## src/rtl/timer_pkg.sv

```systemverilog
// Shared types and constants for the down-counting timer.
package timer_pkg;

    typedef enum logic {
        IDLE = 1'b0,
        RUN  = 1'b1
    } state_t;

    localparam int TIMER_WIDTH = 8;

endpackage

```

## src/rtl/t_flipflop_arn.sv

```systemverilog
// T flip-flop with asynchronous active-low reset and a toggle enable.
module t_flipflop_arn (
    input  logic Clock,
    input  logic Resetn,
    input  logic Enable,
    input  logic T,
    output logic Q
);

    always_ff @(posedge Clock or negedge Resetn) begin
        if (!Resetn) begin
            Q <= 1'b0;
        end else if (Enable && T) begin
            Q <= ~Q;
        end
    end

endmodule

```

## src/rtl/down_timer.sv

```systemverilog
// Loadable down-counting timer built from T flip-flops, with one-shot and
// auto-reload modes and a registered one-cycle Done pulse on expiry.
module down_timer
    import timer_pkg::*;
#(
    parameter int WIDTH = TIMER_WIDTH
) (
    input  logic             Clock,
    input  logic             Resetn,
    input  logic             Clear,
    input  logic             Start,
    input  logic             Reload,
    input  logic [WIDTH-1:0] LoadValue,
    input  logic             Tick,
    output logic [WIDTH-1:0] CounterValue,
    output logic             Busy,
    output logic             Done
);

    state_t           state;
    logic [WIDTH-1:0] period;
    logic             mode;
    logic [WIDTH-1:0] borrow;
    logic [WIDTH-1:0] toggle;
    logic             count_en;
    logic             at_one;
    logic             tff_en;

    assign count_en = (state == RUN) && Tick;
    assign at_one   = (CounterValue == WIDTH'(1));
    assign tff_en   = Clear || Start || count_en;

    // Bit i flips on a decrement only when every lower bit is zero.
    assign borrow[0] = 1'b1;
    for (genvar i = 1; i < WIDTH; i++) begin : g_borrow
        assign borrow[i] = (CounterValue[i-1:0] == '0);
    end

    // Loads go through the toggle inputs: flipping Q ^ D turns Q into D.
    always_comb begin
        toggle = '0;
        if (Clear) begin
            toggle = CounterValue;
        end else if (Start) begin
            toggle = CounterValue ^ LoadValue;
        end else if (count_en) begin
            if (!at_one) begin
                toggle = borrow;
            end else if (mode) begin
                toggle = CounterValue ^ period;
            end else begin
                toggle = CounterValue;
            end
        end
    end

    for (genvar i = 0; i < WIDTH; i++) begin : g_tff
        t_flipflop_arn u_tff (
            .Clock  (Clock),
            .Resetn (Resetn),
            .Enable (tff_en),
            .T      (toggle[i]),
            .Q      (CounterValue[i])
        );
    end

    always_ff @(posedge Clock or negedge Resetn) begin
        if (!Resetn) begin
            state  <= IDLE;
            Busy   <= 1'b0;
            period <= '0;
            mode   <= 1'b0;
            Done   <= 1'b0;
        end else begin
            Done <= 1'b0;
            if (Clear) begin
                state <= IDLE;
                Busy  <= 1'b0;
            end else if (Start) begin
                period <= LoadValue;
                mode   <= Reload;
                if (LoadValue != '0) begin
                    state <= RUN;
                    Busy  <= 1'b1;
                end else begin
                    // A zero load expires at once and never reloads.
                    state <= IDLE;
                    Busy  <= 1'b0;
                    Done  <= 1'b1;
                end
            end else if (count_en && at_one) begin
                Done <= 1'b1;
                if (!mode) begin
                    state <= IDLE;
                    Busy  <= 1'b0;
                end
            end
        end
    end

endmodule

```

## config.mk

```make
export PLATFORM = sky130hd
export DESIGN_NAME = down_timer
export DESIGN_NICKNAME = d
export VERILOG_FILES = /design/src/rtl/timer_pkg.sv /design/src/rtl/t_flipflop_arn.sv /design/src/rtl/down_timer.sv
export SDC_FILE = /design/constraint.sdc
export NUM_CORES = 1
export LEC_CHECK = 0
export CORE_MARGIN = 10
export CORE_UTILIZATION = 40
export CTS_CLUSTER_SIZE = 14
export DETAILED_ROUTE_END_ITERATION = 6
export DONT_BUFFER_PORTS = 1
export REMOVE_ABC_BUFFERS = 1
export SYNTH_ARGS = -nofsm -noshare
export SYNTH_HDL_FRONTEND = slang
export SYNTH_HIERARCHICAL = 1
export SYNTH_SLANG_ARGS = --single-unit
```

## constraint.sdc

```tcl
create_clock -name Clock -period 2.97 [get_ports Clock]
set_input_delay 0.297 -clock Clock [delete_from_list [all_inputs] [get_ports Clock]]
set_output_delay 0.297 -clock Clock [all_outputs]
set_load 0.005 [all_outputs]
```

==> flow_summary.html <==
<table>
<tr><th>Metric</th><th>Value</th></tr>
<tr><th colspan="2">Run status</th></tr>
<tr><td>Result of the run</td><td>complete, no violations</td></tr>
<tr><th colspan="2">Floorplanning</th></tr>
<tr><td>Boundary Pins</td><td>24</td></tr>
<tr><td>Die X</td><td>74.0 um</td></tr>
<tr><td>Placement Rows</td><td>19</td></tr>
<tr><td>Die area</td><td>5480 um^2</td></tr>
<tr><td>Starting utilization of the core area</td><td>0.419</td></tr>
<tr><td>Area of the core</td><td>2780 um^2</td></tr>
<tr><td>Die Ht</td><td>74.0 um</td></tr>
<tr><th colspan="2">GRT</th></tr>
<tr><td>Maximum number of pins on one net before global-route repair</td><td>20</td></tr>
<tr><td>First-pass GRT wire length</td><td>5.06 mm</td></tr>
<tr><td>Total gr overflow</td><td>0</td></tr>
<tr><td>Initial antenna violation count</td><td>0</td></tr>
<tr><td>Combined global-route utilization of all metal layers</td><td>0.116</td></tr>
<tr><td>Number of global-route vias before repair</td><td>984</td></tr>
<tr><th colspan="2">Cells and area</th></tr>
<tr><td>Post-Layout Inst Area</td><td>1230 um^2</td></tr>
<tr><td>Antenna diode count</td><td>0</td></tr>
<tr><td>Total Nets Final</td><td>156</td></tr>
<tr><td>Proportion of layout cells with a drive suffix above 1</td><td>0.0638</td></tr>
<tr><td>Most common cell after layout, fill and taps aside</td><td>sky130_fd_sc_hd__nand2_1</td></tr>
<tr><td>Final-layout fill cell count</td><td>269</td></tr>
<tr><td>Commonest cells after routing, fill and taps aside</td><td>sky130_fd_sc_hd__nand2_1, sky130_fd_sc_hd__dfrtp_1, sky130_fd_sc_hd__a21oi_1, sky130_fd_sc_hd__o21ai_0, sky130_fd_sc_hd__xnor2_1</td></tr>
<tr><td>Post-synthesis to final-layout area growth</td><td>5.15%</td></tr>
<tr><td>Utilization after layout</td><td>0.441</td></tr>
<tr><th colspan="2">Timing</th></tr>
<tr><td>Transition time of the tightest slew-check pin</td><td>894 ps</td></tr>
<tr><td>Setup TNS</td><td>0 ps</td></tr>
<tr><td>Final count of hold timing violations</td><td>0</td></tr>
<tr><td>Post-route clock period utilization</td><td>0.761</td></tr>
<tr><td>Worst hold margin</td><td>36.4 ps</td></tr>
<tr><td>Number of slew-limit violations in the final report</td><td>0</td></tr>
<tr><td>Unrepaired setup endpoints after global routing</td><td>false</td></tr>
<tr><td>Period minus WS final</td><td>2260 ps</td></tr>
<tr><td>Slew margin rel.</td><td>0.402</td></tr>
<tr><td>Post-route clock skew</td><td>0.936 ps</td></tr>
<tr><td>Final setup vio count</td><td>0</td></tr>
<tr><td>Crit path setup slack, layout</td><td>711 ps</td></tr>
<tr><td>Peak Freq</td><td>443 MHz</td></tr>
<tr><th colspan="2">Drt</th></tr>
<tr><td>Length of the first detailed-routing pass in iterations</td><td>4</td></tr>
<tr><td>DRC Markers</td><td>0</td></tr>
<tr><td>Vias</td><td>996</td></tr>
<tr><td>Wire length after detailed routing</td><td>3.08 mm</td></tr>
<tr><td>Number of routed nets with antenna violations</td><td>0</td></tr>
<tr><td>Drt via density</td><td>5.79</td></tr>
<tr><td>Initial DRC Count</td><td>60</td></tr>
<tr><td>Detail-routed net length per standard cell</td><td>17.9 um</td></tr>
<tr><th colspan="2">CTS</th></tr>
<tr><td>Number of buffers on the longest clock path</td><td>2</td></tr>
<tr><td>CTS tree</td><td>done</td></tr>
<tr><td>Gates resized, CTS repair</td><td>0</td></tr>
<tr><td>Clock slew at reported path FFs</td><td>110 ps</td></tr>
<tr><td>Root Buffer Master</td><td>sky130_fd_sc_hd__clkbuf_4</td></tr>
<tr><td>H-tree Lvls</td><td>1</td></tr>
<tr><td>Sink count of the clock tree</td><td>19</td></tr>
<tr><td>Clock buffers created by TritonCTS</td><td>3</td></tr>
<tr><td>Latest clock arrival within the worst-skew pair</td><td>300 ps</td></tr>
<tr><th colspan="2">Setup path</th></tr>
<tr><td>Arr. time, crit path</td><td>2460 ps</td></tr>
<tr><td>Kind of cell with the highest combined delay on the critical path</td><td>simple AND/OR/NAND/NOR gates</td></tr>
<tr><td>Crit path max fanout</td><td>9</td></tr>
<tr><td>Kind of launch point of the worst setup path</td><td>flop</td></tr>
<tr><td>Required time of the critical path</td><td>3170 ps</td></tr>
<tr><td>Crit-path max cell delay</td><td>590 ps</td></tr>
<tr><td>Endpoint class of the critical path</td><td>flop</td></tr>
<tr><td>Critical path, cell by cell</td><td>or4_1 &gt; or4_4 &gt; o221a_1 &gt; o21ai_0 &gt; nand2_1 &gt; xnor2_1</td></tr>
<tr><td>Startpoint-to-endpoint class of the critical path</td><td>reg -&gt; reg</td></tr>
<tr><td>Buf+Inv Stages, Crit Path</td><td>0</td></tr>
<tr><td>Worst-path cell with the longest stage delay</td><td>sky130_fd_sc_hd__or4_1</td></tr>
<tr><th colspan="2">Placement</th></tr>
<tr><td>Placed wire-length estimate</td><td>2.16 mm</td></tr>
<tr><td>Setup slack after placement</td><td>733 ps</td></tr>
<tr><td>Placer Congestion</td><td>0.855</td></tr>
<tr><td>Placed standard-cell area</td><td>1190 um^2</td></tr>
<tr><td>Count of port buffers added during placement</td><td>0</td></tr>
<tr><th colspan="2">Worst hold path</th></tr>
<tr><td>HP Class</td><td>in -&gt; reg</td></tr>
<tr><th colspan="2">Pwr</th></tr>
<tr><td>Worst-case vdd ir drop</td><td>502 uV</td></tr>
<tr><td>Leakage component of the power</td><td>0.528 nW</td></tr>
<tr><td>Cell Pwr Density</td><td>780 nW/um^2</td></tr>
<tr><th colspan="2">Job</th></tr>
<tr><td>Count of maximum capacitance violations</td><td>0</td></tr>
<tr><th colspan="2">Logic synthesis</th></tr>
<tr><td>Sequential fraction of the synthesis area</td><td>0.408</td></tr>
<tr><td>Number of library cell types mapped by synthesis</td><td>31</td></tr>
<tr><td>Flops &amp; latches, synth</td><td>19</td></tr>
<tr><td>Synthesized area</td><td>1170 um^2</td></tr>
<tr><td>Synthesis Warnings</td><td>6</td></tr>
<tr><td>Cells after synthesis</td><td>141</td></tr>
<tr><td>Average footprint of a synthesized cell</td><td>8.27 um^2</td></tr>
</table>
[final cells by class]
class | count | area [um^2] | area share
tap | 31 | 38.8 | 0.0316
sequential | 19 | 475 | 0.388
inverter | 7 | 26.3 | 0.0214
timing repair buffer | 2 | 17.5 | 0.0143
clock buffer | 4 | 26.3 | 0.0214
multi-input combinational | 109 | 642 | 0.523
[synthesized netlist by cell type]
master / instances / share of area
sky130_fd_sc_hd__inv_1: 7 / 0.023
sky130_fd_sc_hd__nor4b_1: 1 / 0.0075
sky130_fd_sc_hd__nor2_1: 2 / 0.0064
sky130_fd_sc_hd__o21ai_0: 9 / 0.039
sky130_fd_sc_hd__a21oi_1: 15 / 0.064
sky130_fd_sc_hd__o21bai_1: 1 / 0.0064
sky130_fd_sc_hd__o221ai_1: 1 / 0.0075
sky130_fd_sc_hd__nor2b_1: 3 / 0.016
sky130_fd_sc_hd__nor3_1: 1 / 0.0043
sky130_fd_sc_hd__o211ai_1: 3 / 0.019
sky130_fd_sc_hd__a21o_1: 5 / 0.032
sky130_fd_sc_hd__xor2_1: 4 / 0.030
sky130_fd_sc_hd__o22ai_1: 1 / 0.0054
sky130_fd_sc_hd__or4_4: 1 / 0.0097
sky130_fd_sc_hd__o221a_1: 1 / 0.0097
sky130_fd_sc_hd__or4_1: 3 / 0.019
sky130_fd_sc_hd__nand2b_1: 1 / 0.0054
sky130_fd_sc_hd__or3_2: 1 / 0.0064
sky130_fd_sc_hd__nor4_1: 1 / 0.0054
sky130_fd_sc_hd__a21o_2: 1 / 0.0075
sky130_fd_sc_hd__dfrtp_1: 19 / 0.41
sky130_fd_sc_hd__xnor2_1: 9 / 0.068
sky130_fd_sc_hd__nand4bb_1: 1 / 0.0097
sky130_fd_sc_hd__nor3b_1: 1 / 0.0064
sky130_fd_sc_hd__nand3b_1: 1 / 0.0064
sky130_fd_sc_hd__nand2_1: 36 / 0.12
sky130_fd_sc_hd__or4bb_1: 1 / 0.0097
sky130_fd_sc_hd__clkbuf_1: 6 / 0.019
sky130_fd_sc_hd__or3_1: 2 / 0.011
sky130_fd_sc_hd__or3b_2: 2 / 0.015
sky130_fd_sc_hd__o32ai_1: 1 / 0.0075
[stage by stage]
| step | instances | total power [W] |
|---|---|---|
| 6_report | 172 | 0.000956 |
| 5_1_grt | 172 | 0.00104 |
| 3_3_place_gp | 167 | 0.000806 |
| 3_5_place_dp | 167 | 0.000815 |
| 2_1_floorplan | 135 | 0.000719 |
| 4_1_cts | 172 | 0.000963 |
[state kept, by name (all words and copies together), names as in the netlist]
signal and flops:
Done 1, g_tff.u_tff/Q 8, mode 1, period 8, state 1
[layer usage]
| metal | routed length, um | part of all wire | global-route usage |
|---|---|---|---|
| met1 | 1400 | 0.45 | 0.147 |
| met2 | 1370 | 0.44 | 0.176 |
| met3 | 260 | 0.084 | 0.0412 |
| met4 | 50 | 0.016 | 0.0414 |
| met5 | 0 | 0 | 0 |
[final timing paths]
kind / start / endpoint / slack, ps / cells past startpoint
setup / recovery: g_tff[2].u_tff/Q / g_tff[5].u_tff/Q / 710 / 6
hold / removal: Clear / Done / 40 / 1
setup reg to reg: g_tff[2].u_tff/Q / g_tff[5].u_tff/Q / 710 / 6
hold reg to reg: period[5] / period[5] / 490 / 2
max in group asynchronous: Resetn / g_tff[7].u_tff/Q / 1880 / 1
min in group asynchronous: Resetn / Done / 550 / 1
[logic make-up (layout without fill, tap and decap cells)]
family | after synthesis | after routing | synth area share
xor+xnor | 13 | 13 | 0.0976
compound gates | 38 | 38 | 0.199
flops | 19 | 19 | 0.408
buf+inv | 13 | 13 | 0.0418
simple gates | 58 | 58 | 0.254
[what timing repair did]
action	in CTS	in global routing
buffers inserted	0	0
endpoints found under the hold margin	19	0
hold buffers	1	0
[where the power goes]
group	internal [W]	switching (W)
sequential	0.000334	0.000151
clock	0.0000525	0.0000860
combinational	0.000182	0.000151
total	0.000568	0.000388
Power figures use the tool's default switching activity.
